<file path="config.mk">
export PLATFORM = sky130hd
export DESIGN_NAME = irq_receiver_flat
export DESIGN_NICKNAME = d
export VERILOG_FILES = /design/src/rtl/irq_receiver_if.sv /design/src/rtl/irq_receiver.sv /design/src/flat_wrapper.sv
export SDC_FILE = /design/constraint.sdc
export NUM_CORES = 1
export LEC_CHECK = 0
export CELL_PAD_IN_SITES_DETAIL_PLACEMENT = 1
export CELL_PAD_IN_SITES_GLOBAL_PLACEMENT = 2
export CORE_MARGIN = 3
export CORE_UTILIZATION = 42
export DETAILED_ROUTE_END_ITERATION = 6
export GPL_TIMING_DRIVEN = 0
export PLACE_DENSITY_LB_ADDON = 0.25
export SYNTH_ARGS = -nofsm -noshare
export SYNTH_HDL_FRONTEND = slang
export SYNTH_SLANG_ARGS = --single-unit
</file>
<file path="constraint.sdc">
create_clock -name clk_i -period 5 [get_ports clk_i]
set_clock_uncertainty 0.05 [all_clocks]
set_input_delay 0.75 -clock clk_i [delete_from_list [all_inputs] [get_ports clk_i]]
set_output_delay 0.75 -clock clk_i [all_outputs]
set_load 0.05 [all_outputs]
</file>
<file path="src/rtl/irq_receiver_if.sv">
// Interrupt source handshake plus core trap/return signals of irq_receiver.
// The spurious counter exists only when IRQ_RECV_SPURIOUS_EN is defined.
interface irq_receiver_if #(
  parameter int FIFO_DEPTH = 4,
  parameter int CODE_WIDTH = 8
);
  localparam int CNT_W = $clog2(FIFO_DEPTH) + 1;

  logic                  irq_req_i;
  logic [CODE_WIDTH-1:0] irq_code_bi;
  logic                  irq_ack_o;
  logic                  irq_en_i;
  logic                  trap_req_o;
  logic [CODE_WIDTH-1:0] trap_code_bo;
  logic                  trap_ack_i;
  logic                  irq_ret_i;
  logic [CNT_W-1:0]      pending_cnt_bo;
  logic                  busy_o;
`ifdef IRQ_RECV_SPURIOUS_EN
  logic [7:0]            spurious_cnt_bo;
`endif

  // Receiver side
  modport slave (
    input  irq_req_i, irq_code_bi, irq_en_i, trap_ack_i, irq_ret_i,
    output irq_ack_o, trap_req_o, trap_code_bo, pending_cnt_bo, busy_o
`ifdef IRQ_RECV_SPURIOUS_EN
    , output spurious_cnt_bo
`endif
  );

  // Source and core side
  modport master (
    output irq_req_i, irq_code_bi, irq_en_i, trap_ack_i, irq_ret_i,
    input  irq_ack_o, trap_req_o, trap_code_bo, pending_cnt_bo, busy_o
`ifdef IRQ_RECV_SPURIOUS_EN
    , input spurious_cnt_bo
`endif
  );
endinterface

</file>
<file path="src/rtl/irq_receiver.sv">
// Interrupt receiver: acks source codes into a FIFO and hands them to the core one trap at a time.
// Latency: request sampled at edge n -> ack in cycle n+1, trap_req_o in n+2 (empty FIFO, IDLE, enabled).
// Backpressure: full FIFO withholds the ack; the source holds its request. Optional: IRQ_RECV_SPURIOUS_EN.

module irq_receiver_fifo #(
  parameter int DEPTH = 4,
  parameter int WIDTH = 8,
  parameter int PTR_W = $clog2(DEPTH),
  parameter int CNT_W = $clog2(DEPTH) + 1
) (
  input  logic             clk_i,
  input  logic             rst_i,
  input  logic             push_vld,
  input  logic [WIDTH-1:0] push_dat,
  input  logic             pop_vld,
  output logic [WIDTH-1:0] head_dat,
  output logic [CNT_W-1:0] count,
  output logic             full
);
  logic [WIDTH-1:0] mem [DEPTH];
  logic [PTR_W-1:0] wr_ptr;
  logic [PTR_W-1:0] rd_ptr;

  always_ff @(posedge clk_i) begin
    if (push_vld) begin
      mem[wr_ptr] <= push_dat;
    end
  end

  // Power-of-two depth: pointers wrap by natural overflow
  always_ff @(posedge clk_i or posedge rst_i) begin
    if (rst_i) begin
      wr_ptr <= '0;
      rd_ptr <= '0;
      count  <= '0;
    end else begin
      if (push_vld) wr_ptr <= wr_ptr + PTR_W'(1);
      if (pop_vld)  rd_ptr <= rd_ptr + PTR_W'(1);
      case ({push_vld, pop_vld})
        2'b10:   count <= count + CNT_W'(1);
        2'b01:   count <= count - CNT_W'(1);
        default: count <= count;
      endcase
    end
  end

  assign head_dat = mem[rd_ptr];
  assign full     = (count == CNT_W'(DEPTH));
endmodule

module irq_receiver #(
  parameter int FIFO_DEPTH = 4,
  parameter int CODE_WIDTH = 8
) (
  input logic           clk_i,
  input logic           rst_i,
  irq_receiver_if.slave bus
);
  localparam int CNT_W = $clog2(FIFO_DEPTH) + 1;

  typedef enum logic [1:0] {IDLE, REQ, SERVICE} state_t;

  state_t                state_q;
  state_t                state_d;
  logic                  ack_q;
  logic                  trap_req_q;
  logic                  trap_req_d;
  logic [CODE_WIDTH-1:0] trap_code_q;
  logic [CODE_WIDTH-1:0] trap_code_d;
  logic                  accept;
  logic                  push;
  logic                  pop;
  logic                  full;
  logic [CNT_W-1:0]      count;
  logic [CODE_WIDTH-1:0] head_dat;

  // The ack term masks the cycle where the source has not yet seen our ack
  assign accept = bus.irq_req_i && !ack_q && !full;

`ifdef IRQ_RECV_SPURIOUS_EN
  logic       spurious;
  logic [7:0] spurious_q;

  assign spurious = accept && (bus.irq_code_bi == '0);
  assign push     = accept && !spurious;

  always_ff @(posedge clk_i or posedge rst_i) begin
    if (rst_i) begin
      spurious_q <= '0;
    end else if (spurious && (spurious_q != 8'hFF)) begin
      spurious_q <= spurious_q + 8'd1;
    end
  end

  assign bus.spurious_cnt_bo = spurious_q;
`else
  assign push = accept;
`endif

  irq_receiver_fifo #(
    .DEPTH (FIFO_DEPTH),
    .WIDTH (CODE_WIDTH)
  ) u_fifo (
    .clk_i    (clk_i),
    .rst_i    (rst_i),
    .push_vld (push),
    .push_dat (bus.irq_code_bi),
    .pop_vld  (pop),
    .head_dat (head_dat),
    .count    (count),
    .full     (full)
  );

  always_ff @(posedge clk_i or posedge rst_i) begin
    if (rst_i) begin
      state_q     <= IDLE;
      ack_q       <= 1'b0;
      trap_req_q  <= 1'b0;
      trap_code_q <= '0;
    end else begin
      state_q     <= state_d;
      ack_q       <= accept;
      trap_req_q  <= trap_req_d;
      trap_code_q <= trap_code_d;
    end
  end

  always_comb begin
    state_d     = state_q;
    trap_req_d  = trap_req_q;
    trap_code_d = trap_code_q;
    pop         = 1'b0;
    case (state_q)
      IDLE: begin
        if (bus.irq_en_i && (count != '0)) begin
          state_d     = REQ;
          trap_req_d  = 1'b1;
          trap_code_d = head_dat;
        end
      end
      // Once raised, the request is not withdrawn by the enable dropping
      REQ: begin
        if (bus.trap_ack_i) begin
          state_d    = SERVICE;
          trap_req_d = 1'b0;
          pop        = 1'b1;
        end
      end
      SERVICE: begin
        if (bus.irq_ret_i) begin
          state_d     = IDLE;
          trap_code_d = '0;
        end
      end
      default: begin
        state_d     = IDLE;
        trap_req_d  = 1'b0;
        trap_code_d = '0;
      end
    endcase
  end

  assign bus.irq_ack_o      = ack_q;
  assign bus.trap_req_o     = trap_req_q;
  assign bus.trap_code_bo   = trap_code_q;
  assign bus.pending_cnt_bo = count;
  assign bus.busy_o         = (state_q != IDLE);
endmodule

</file>
<file path="src/flat_wrapper.sv">
// flat-port wrapper written by rule: the top's interface ports become plain ports
module irq_receiver_flat 
#(
  parameter int FIFO_DEPTH = 4,
  parameter int CODE_WIDTH = 8
)
  (clk_i, rst_i, bus_irq_req_i, bus_irq_code_bi, bus_irq_en_i, bus_trap_ack_i, bus_irq_ret_i, bus_irq_ack_o, bus_trap_req_o, bus_trap_code_bo, bus_pending_cnt_bo, bus_busy_o);
  irq_receiver_if #(.FIFO_DEPTH(FIFO_DEPTH), .CODE_WIDTH(CODE_WIDTH)) bus_i ();
  input logic clk_i;
  input logic rst_i;
  input wire logic [$bits(bus_i.irq_req_i)-1:0] bus_irq_req_i;
  input wire logic [$bits(bus_i.irq_code_bi)-1:0] bus_irq_code_bi;
  input wire logic [$bits(bus_i.irq_en_i)-1:0] bus_irq_en_i;
  input wire logic [$bits(bus_i.trap_ack_i)-1:0] bus_trap_ack_i;
  input wire logic [$bits(bus_i.irq_ret_i)-1:0] bus_irq_ret_i;
  output wire logic [$bits(bus_i.irq_ack_o)-1:0] bus_irq_ack_o;
  output wire logic [$bits(bus_i.trap_req_o)-1:0] bus_trap_req_o;
  output wire logic [$bits(bus_i.trap_code_bo)-1:0] bus_trap_code_bo;
  output wire logic [$bits(bus_i.pending_cnt_bo)-1:0] bus_pending_cnt_bo;
  output wire logic [$bits(bus_i.busy_o)-1:0] bus_busy_o;
  assign bus_i.irq_req_i = bus_irq_req_i;
  assign bus_i.irq_code_bi = bus_irq_code_bi;
  assign bus_i.irq_en_i = bus_irq_en_i;
  assign bus_i.trap_ack_i = bus_trap_ack_i;
  assign bus_i.irq_ret_i = bus_irq_ret_i;
  assign bus_irq_ack_o = bus_i.irq_ack_o;
  assign bus_trap_req_o = bus_i.trap_req_o;
  assign bus_trap_code_bo = bus_i.trap_code_bo;
  assign bus_pending_cnt_bo = bus_i.pending_cnt_bo;
  assign bus_busy_o = bus_i.busy_o;
  irq_receiver #(.FIFO_DEPTH(FIFO_DEPTH), .CODE_WIDTH(CODE_WIDTH)) u_core (.clk_i(clk_i), .rst_i(rst_i), .bus(bus_i));
endmodule
</file>
==> key figures, run 1 <==
Run status
  • Outcome: finished clean

Detailed routing
  • Post-DR vias/cell: 4.90
  • DR WL/cell: 17.1 microns
  • DRC viols: 0
  • DRT antenna net count: 0
  • Routed WL: 3990 microns
  • DRT Pass-1 Iters: 4
  • Initial drt markers: 50
  • Vias: 1146

Finish
  • Area growth syn-to-layout: 22.0%
  • Ant. Diodes: 0
  • Share of post-route cells with drive strength above 1: about an eighth
  • Fillcell total: between 400 and 500
  • Commonest non-fill, non-tap cell in the layout: edfxtp_1
  • Final instance area: 2560 sq um
  • Fin nets: 186
  • Most frequent cells in the layout: 32 x edfxtp_1, 27 x clkdlybuf4s50_1, 19 x dfrtp_1, 16 x mux2i_1, 11 x inv_1
  • Non-Filler Instances: between 200 and 250

Global route
  • Vias in the first global route: 1294
  • First-pass GRT wire length: 6620 microns
  • Largest net degree at the start of global routing: 20
  • GRT Max-Usage Layer: met2
  • GRT Total Usage: 15.0%
  • GR Util met3: 4.58%
  • Global Route met1 Usage: 17.9%
  • Grt met2 use: approximately 26%
  • Grt total ovfl: 0
  • Antenna violations before repair: 0

Setup path
  • Worst path bufs/invs: 1
  • Worst Path Required: 4.20 ns
  • CP top delay family: buffers and inverters
  • Slowest CP cell: clkdlybuf4s50_1
  • Slowest stage delay, CP: 0.70 ns
  • Worst path cell trace: or2_4 > clkdlybuf4s50_1
  • R2R setup slack: approximately 2.9 ns
  • Data arrival, critical path: 1.76 ns
  • CP Class: reg2out
  • Startpoint Class: register
  • Crit Path Max Fanout: 8
  • Critical path capture point type: primary output

Timing
  • Final Hold Fails: 0
  • Endpoints failing setup: 0
  • Setup TNS: 0 ns
  • Slew HR: 48.9%
  • Final cycle utilization of the critical path: 51.2%
  • Minimum clock period: 2.56 ns
  • RSZ-0062 raised after global routing: false
  • Fmax: 391 MHz
  • Fin. max-slew vios: 0
  • Slew of the pin with the lowest slew margin: 0.765 ns

Clocking
  • Hold Buf Count CTS: 0
  • # clock sinks: 51
  • CTS Root Cell: clkbuf_8
  • Clock Pin Slew Worst Setup and Hold Paths: 0.09 ns
  • Worst skew pair latency: approximately 0.30 ns
  • CTS Buffer Depth: 2
  • H-tree levels: 2
  • Post-CTS Resized: 0
  • CTS Buf Count: 5
  • CTS tree: built
  • Postcts setup bufs: 0

Pwr
  • Max IR drop VDD: 0.300 mV
  • Pwr dens: approximately 640 nW/um^2
  • Leak pwr: between 1 and 1.5 nW
  • Total power: ~0.0016 W

Placed design
  • DP HPWL: ~2900 microns
  • Placed cell areas: 2450 sq um
  • Placed cell count: 226
  • Port bufs: 27
  • Routability congestion estimate: 0.741

Yosys
  • Library cells used by synthesis: 27
  • Mapped Avg Cell Area: 15.9 sq um
  • Synth warn: 0
  • Syn Inst Count: ~130
  • Cell Area, Synth: 2100 sq um
  • Synthesized flop and latch total: around 50
  • Post-synthesis sequential area ratio: 68.4%
  • Syn Nets: ~150

Floorplan
  • Die Span Y: between 70 and 80 microns
  • Initial Util: 43.9%
  • Row cnt: 25
  • Full die area: 5890 sq um
  • Die W: 76.7 microns
  • Number of I/O pins: 28
  • Core ar.: roughly 4800 sq um

Flow run
  • Max Cap Viol: 0

Hold path
  • Hold Crit Class: reg2reg
logic make-up after synthesis:
family          after synthesis  synth area share [%]
flops                        51                  68.4
mux                          25                  13.0
buf+inv                      15                  2.80
simple gates                 15                  4.17
compound gates               14                  5.24
xor+xnor                      6                  2.50
fa+ha+maj                     6                  3.93
layer usage:
| layer | routed length [microns] | share of wire [%] |
|---|---|---|
| met5 | 0 | 0 |
| met4 | 37 | 0.93 |
| met3 | 175 | 4.4 |
| met2 | 2130 | 53 |
| met1 | 1650 | 41 |
sequential cells by signal, summed over array words and instances, names as in the netlist:
signal	flops
u_core.u_fifo.rd_ptr	2
u_core.u_fifo.wr_ptr	2
u_core.bus.trap_req_o	1
u_core.bus.trap_code_bo	8
u_core.u_fifo.mem	32
u_core.u_fifo.count	3
u_core.state_q	2
u_core.bus.irq_ack_o	1
worst register-to-register path, stage by stage (launching register included):
cell and delay [ns]:
dfrtp_1 0.41, inv_1 0.11, a311oi_2 0.50, inv_1 0.11, ha_1 0.23, inv_1 0.08
fa_1 0.18, xor2_1 0.16, nor2_1 0.07, xor2_1 0.14
cell usage after synthesis:
cell type	n	area share, %
o31ai_4	1	1.0
clkbuf_1	2	0.36
xor2_1	2	0.83
nand2b_1	1	0.30
ha_1	5	3.0
a21o_1	1	0.36
a311oi_2	1	0.71
edfxtp_1	32	46
nand2_1	2	0.36
or3b_2	1	0.42
inv_1	11	2.0
xnor2_1	4	1.7
fa_1	1	0.95
buf_2	2	0.48
o21a_1	1	0.36
nand3b_1	1	0.36
nor3_1	2	0.48
o22ai_1	7	2.1
o21ai_0	3	0.71
nor2_1	2	0.36
and2_1	4	1.2
mux2i_1	16	7.6
dfrtp_1	19	23
mux2_2	8	4.3
mux4_2	1	1.1
or3_1	1	0.30
or2_4	1	0.42
power by group:
part	internal, W	total (W)	leakage, nW	switching [W]
logic	0.000293	0.000726	0.433	0.000434
registers	0.000568	0.000637	0.526	0.0000690
clock network	0.000147	0.000273	0.0556	0.000126
area by class of cell:
| class | instances | area, sq um | area share, % |
|---|---|---|---|
| inverters | 11 | 41.3 | 1.61 |
| multi-input cells | 66 | 606 | 23.6 |
| flip-flops and latches | 51 | 1440 | 56.1 |
| clock buffers | 5 | 68.8 | 2.69 |
| well taps | 67 | 83.8 | 3.27 |
| repair buffers | 27 | 270 | 10.5 |
| clock inverters | 3 | 38.8 | 1.51 |
| plain buffers | 4 | 17.5 | 0.684 |
path summary, 6_finish.rpt:
check | startpoint | end | depth (start not counted)
min in group asynchronous | rst_i | u_core.bus.trap_req_o$_DFFE_PP0P_ | 2
max in group asynchronous | rst_i | u_core.bus.trap_code_bo[6]$_DFFE_PP0P_ | 2
hold / removal | u_core.bus.trap_code_bo[5]$_DFFE_PP0P_ | u_core.bus.trap_code_bo[5]$_DFFE_PP0P_ | 1
setup / recovery | u_core.state_q[0]$_DFFE_PP0P_ | bus_busy_o | 2
hold reg to reg | u_core.bus.trap_code_bo[5]$_DFFE_PP0P_ | u_core.bus.trap_code_bo[5]$_DFFE_PP0P_ | 1
setup reg to reg | u_core.u_fifo.count[0]$_DFFE_PP0P_ | u_core.u_fifo.count[2]$_DFFE_PP0P_ | 9
stage by stage:
| step | utilization (%) | hold WS (ns) | setup slack, ns |
|---|---|---|---|
| after floorplan | - | 0.430 | 2.72 |
| after global placement | 51.3 | 0.425 | 2.25 |
| after detailed placement | 51.3 | 0.449 | 2.14 |
| after CTS | 53.5 | 0.470 | 2.43 |
| after global routing | 53.5 | 0.486 | 2.29 |
| final | 53.5 | 0.461 | 2.44 |
Note: power is estimated with default switching activity, not from simulation.
==> inputs of run 2 (changes only) <==
--- a/config.mk
+++ b/config.mk
@@ -8,7 +8,7 @@
 export CELL_PAD_IN_SITES_DETAIL_PLACEMENT = 1
 export CELL_PAD_IN_SITES_GLOBAL_PLACEMENT = 2
 export CORE_MARGIN = 3
-export CORE_UTILIZATION = 42
+export CORE_UTILIZATION = 39
 export DETAILED_ROUTE_END_ITERATION = 6
 export GPL_TIMING_DRIVEN = 0
 export PLACE_DENSITY_LB_ADDON = 0.25
==> constraint.sdc (replaced) <==
create_clock -name clk_i -period 2.6 [get_ports clk_i]
set_clock_uncertainty 0.05 [all_clocks]
set_input_delay 0.39 -clock clk_i [delete_from_list [all_inputs] [get_ports clk_i]]
set_output_delay 0.39 -clock clk_i [all_outputs]
set_load 0.05 [all_outputs]
==> key figures, run 2 (synthesized netlist as in run 1, its figures left out) <==
Clocking
  • CTS Buffer Depth: 2 (unchanged)
  • # clock sinks: 51 (unchanged)
  • Worst skew pair latency: 0.30 ns (about the same)
  • Hold Buf Count CTS: 0 (unchanged)
  • CTS Root Cell: clkbuf_8
  • Postcts setup bufs: 0 (unchanged)
  • Post-CTS Resized: 0 (unchanged)
  • Clock Pin Slew Worst Setup and Hold Paths: 0.08 ns (about the same)
  • CTS Buf Count: 5 (unchanged)
  • H-tree levels: 2 (unchanged)
  • CTS tree: built

Global route
  • Antenna violations before repair: 0 (unchanged)
  • GRT Total Usage: 13.8% (-1.3 points)
  • Vias in the first global route: 1188 (-8.2%)
  • Largest net degree at the start of global routing: 20 (unchanged)
  • Grt total ovfl: 0 (unchanged)
  • First-pass GRT wire length: 6380 microns (-3.8%)

Floorplan
  • Die W: 79.4 microns (+3.5%)
  • Core ar.: 5170 sq um (+8.1%)
  • Row cnt: 26 (+4.0%)
  • Full die area: 6300 sq um (+7.1%)
  • Number of I/O pins: 28 (unchanged)
  • Die Span Y: 79.4 microns (+3.5%)
  • Initial Util: 40.6% (-3.3 points)

Finish
  • Most frequent cells in the layout: 32 x edfxtp_1, 27 x clkdlybuf4s50_1, 19 x dfrtp_1, 16 x mux2i_1, 11 x inv_1
  • Area growth syn-to-layout: 22.3%
  • Fillcell total: 506 (+7.4%)
  • Commonest non-fill, non-tap cell in the layout: edfxtp_1
  • Max reg flops: 32 (unchanged)
  • Most flops, register: u_core.u_fifo.mem
  • Final Core Density: 49.7% (-3.9 points)
  • Fin nets: 186 (unchanged)
  • Ant. Diodes: 0 (unchanged)
  • Share of post-route cells with drive strength above 1: 13.2% (unchanged)

Pwr
  • Switching pwr: 0.00122 W (+94%)
  • Pwr dens: 1230 nW/um^2 (+93%)
  • Sequential power share: 38.7% (-0.2 points)
  • Max IR drop VDD: 0.521 mV (+74%)
  • Leak pwr: 1.01 nW (-0.41%)
  • Comb pwr share: 44.2% (-0.2 points)
  • Clock power frac: 17.1% (+0.4 points)
  • Switching share of total power: 38.6% (+0.14 points)
  • Internal power: 0.00194 W (+93%)

Setup path
  • Data arrival, critical path: 1.77 ns (about the same)
  • Worst setup startpoint: u_core.state_q[0]$_DFFE_PP0P_
  • Startpoint Class: register
  • Critical R2R Capture: u_core.u_fifo.count[2]$_DFFE_PP0P_
  • Crit Path Max Fanout: 8 (unchanged)
  • CP Class: reg2out
  • Worst Reg-to-Reg Cells: 9 (unchanged)
  • Critical path capture point type: primary output
  • R2R setup slack: 0.49 ns (-2.37 ns)
  • Crit path to: bus_busy_o
  • R2r startpoint: u_core.u_fifo.count[1]$_DFFE_PP0P_
  • Worst Path Required: 2.16 ns (-2.04 ns)

Timing
  • Final cycle utilization of the critical path: 85.1%
  • Endpoints failing setup: 0 (unchanged)
  • Fmax: 452 MHz
  • Minimum clock period: 2.21 ns
  • Slew of the pin with the lowest slew margin: 0.800 ns (+0.0353 ns)
  • RSZ-0062 raised after global routing: false
  • Fin. max-slew vios: 0 (unchanged)
  • Setup WS post-layout: 0.388 ns (-2.05 ns)
  • Final Hold Fails: 0 (unchanged)
  • Slew HR: 46.6% (-2.4 points)
  • Setup TNS: 0 ns (unchanged)

Detailed routing
  • DRT Pass-1 Iters: 5 (+1)
  • Met1 wire length: 1670 microns (+1.0%)
  • DRC viols: 0 (unchanged)
  • Initial drt markers: 55 (+10%)
  • DRT antenna net count: 0 (unchanged)
  • Post-DR vias/cell: 4.95 (+0.97%)
  • Met2 WL: 2020 microns (-5.2%)
  • Uppermost routed layer: met4
  • DR WL/cell: 16.7 microns (-2.3%)
  • Met3 WL: 219 microns (+25%)
  • Vias: 1172 (+2.3%)
  • Routed WL: 3950 microns (-1.1%)

Flow run
  • Max Cap Viol: 0 (unchanged)

Hold path
  • Hold Crit Class: reg2reg

Run status
  • Outcome: finished clean

Placed design
  • Dpl ws: 0.0838 ns (-2.05 ns)
  • Routability congestion estimate: 0.692 (-6.7%)
  • DP HPWL: 2750 microns (-4.2%)
  • Port bufs: 27 (unchanged)
[run 2: critical path, cell delays in order (launching register included)]
cell and delay [ns]:
dfrtp_1 0.46, or2_4 0.30, clkdlybuf4s50_1 0.71
[run 2: power groups by stage]
| stage | registers [W] | clock network, W | logic, W |
|---|---|---|---|
| floorplan | 0.00151 | 0 | 0.000715 |
| global placement | 0.00123 | 0 | 0.00138 |
| detailed placement | 0.00125 | 0 | 0.00142 |
| CTS | 0.00123 | 0.000551 | 0.00143 |
| global route | 0.00126 | 0.000584 | 0.00151 |
| finish | 0.00122 | 0.000540 | 0.00140 |
[run 2: metal layers]
metal	vias up	global-route usage, %
met3	6	3.61
met2	32	21.7
met4	0	4.12
li1	544	-
met5	-	0
met1	590	18.7
[run 2: final cells by class]
class	instances	area, sq um	share of cell area [%]
clock buffer	6	72.6	2.83
sequential	51	1440	55.9
tap	70	87.6	3.41
inverter	11	41.3	1.61
clock inverter	2	37.5	1.46
buffer	4	17.5	0.682
multi-input combinational	66	606	23.6
timing repair buffer	27	270	10.5
[run 2: worst min path at each step]
| stage | startpoint | to | depth (start not counted) |
|---|---|---|---|
| 2_1_floorplan | rst_i | u_core.bus.irq_ack_o$_DFF_PP0_ | 1 |
| 3_3_place_gp | u_core.bus.trap_req_o$_DFFE_PP0P_ | u_core.bus.trap_req_o$_DFFE_PP0P_ | 1 |
| 3_5_place_dp | u_core.bus.trap_req_o$_DFFE_PP0P_ | u_core.bus.trap_req_o$_DFFE_PP0P_ | 1 |
| 4_1_cts | u_core.bus.trap_req_o$_DFFE_PP0P_ | u_core.bus.trap_req_o$_DFFE_PP0P_ | 1 |
| 5_1_grt | u_core.bus.trap_code_bo[2]$_DFFE_PP0P_ | u_core.bus.trap_code_bo[2]$_DFFE_PP0P_ | 1 |
| 6_report | u_core.bus.trap_req_o$_DFFE_PP0P_ | u_core.bus.trap_req_o$_DFFE_PP0P_ | 1 |
[run 2: through the flow]
stage | instances | total power [W] | hold slack (ns) | cell area (sq um)
2_1_floorplan | 132 | 0.00223 | 0.291 | 2100
3_3_place_gp | 229 | 0.00261 | 0.428 | 2460
3_5_place_dp | 229 | 0.00267 | 0.443 | 2460
4_1_cts | 237 | 0.00321 | 0.462 | 2570
5_1_grt | 237 | 0.00335 | 0.482 | 2570
6_report | 237 | 0.00316 | 0.461 | 2570
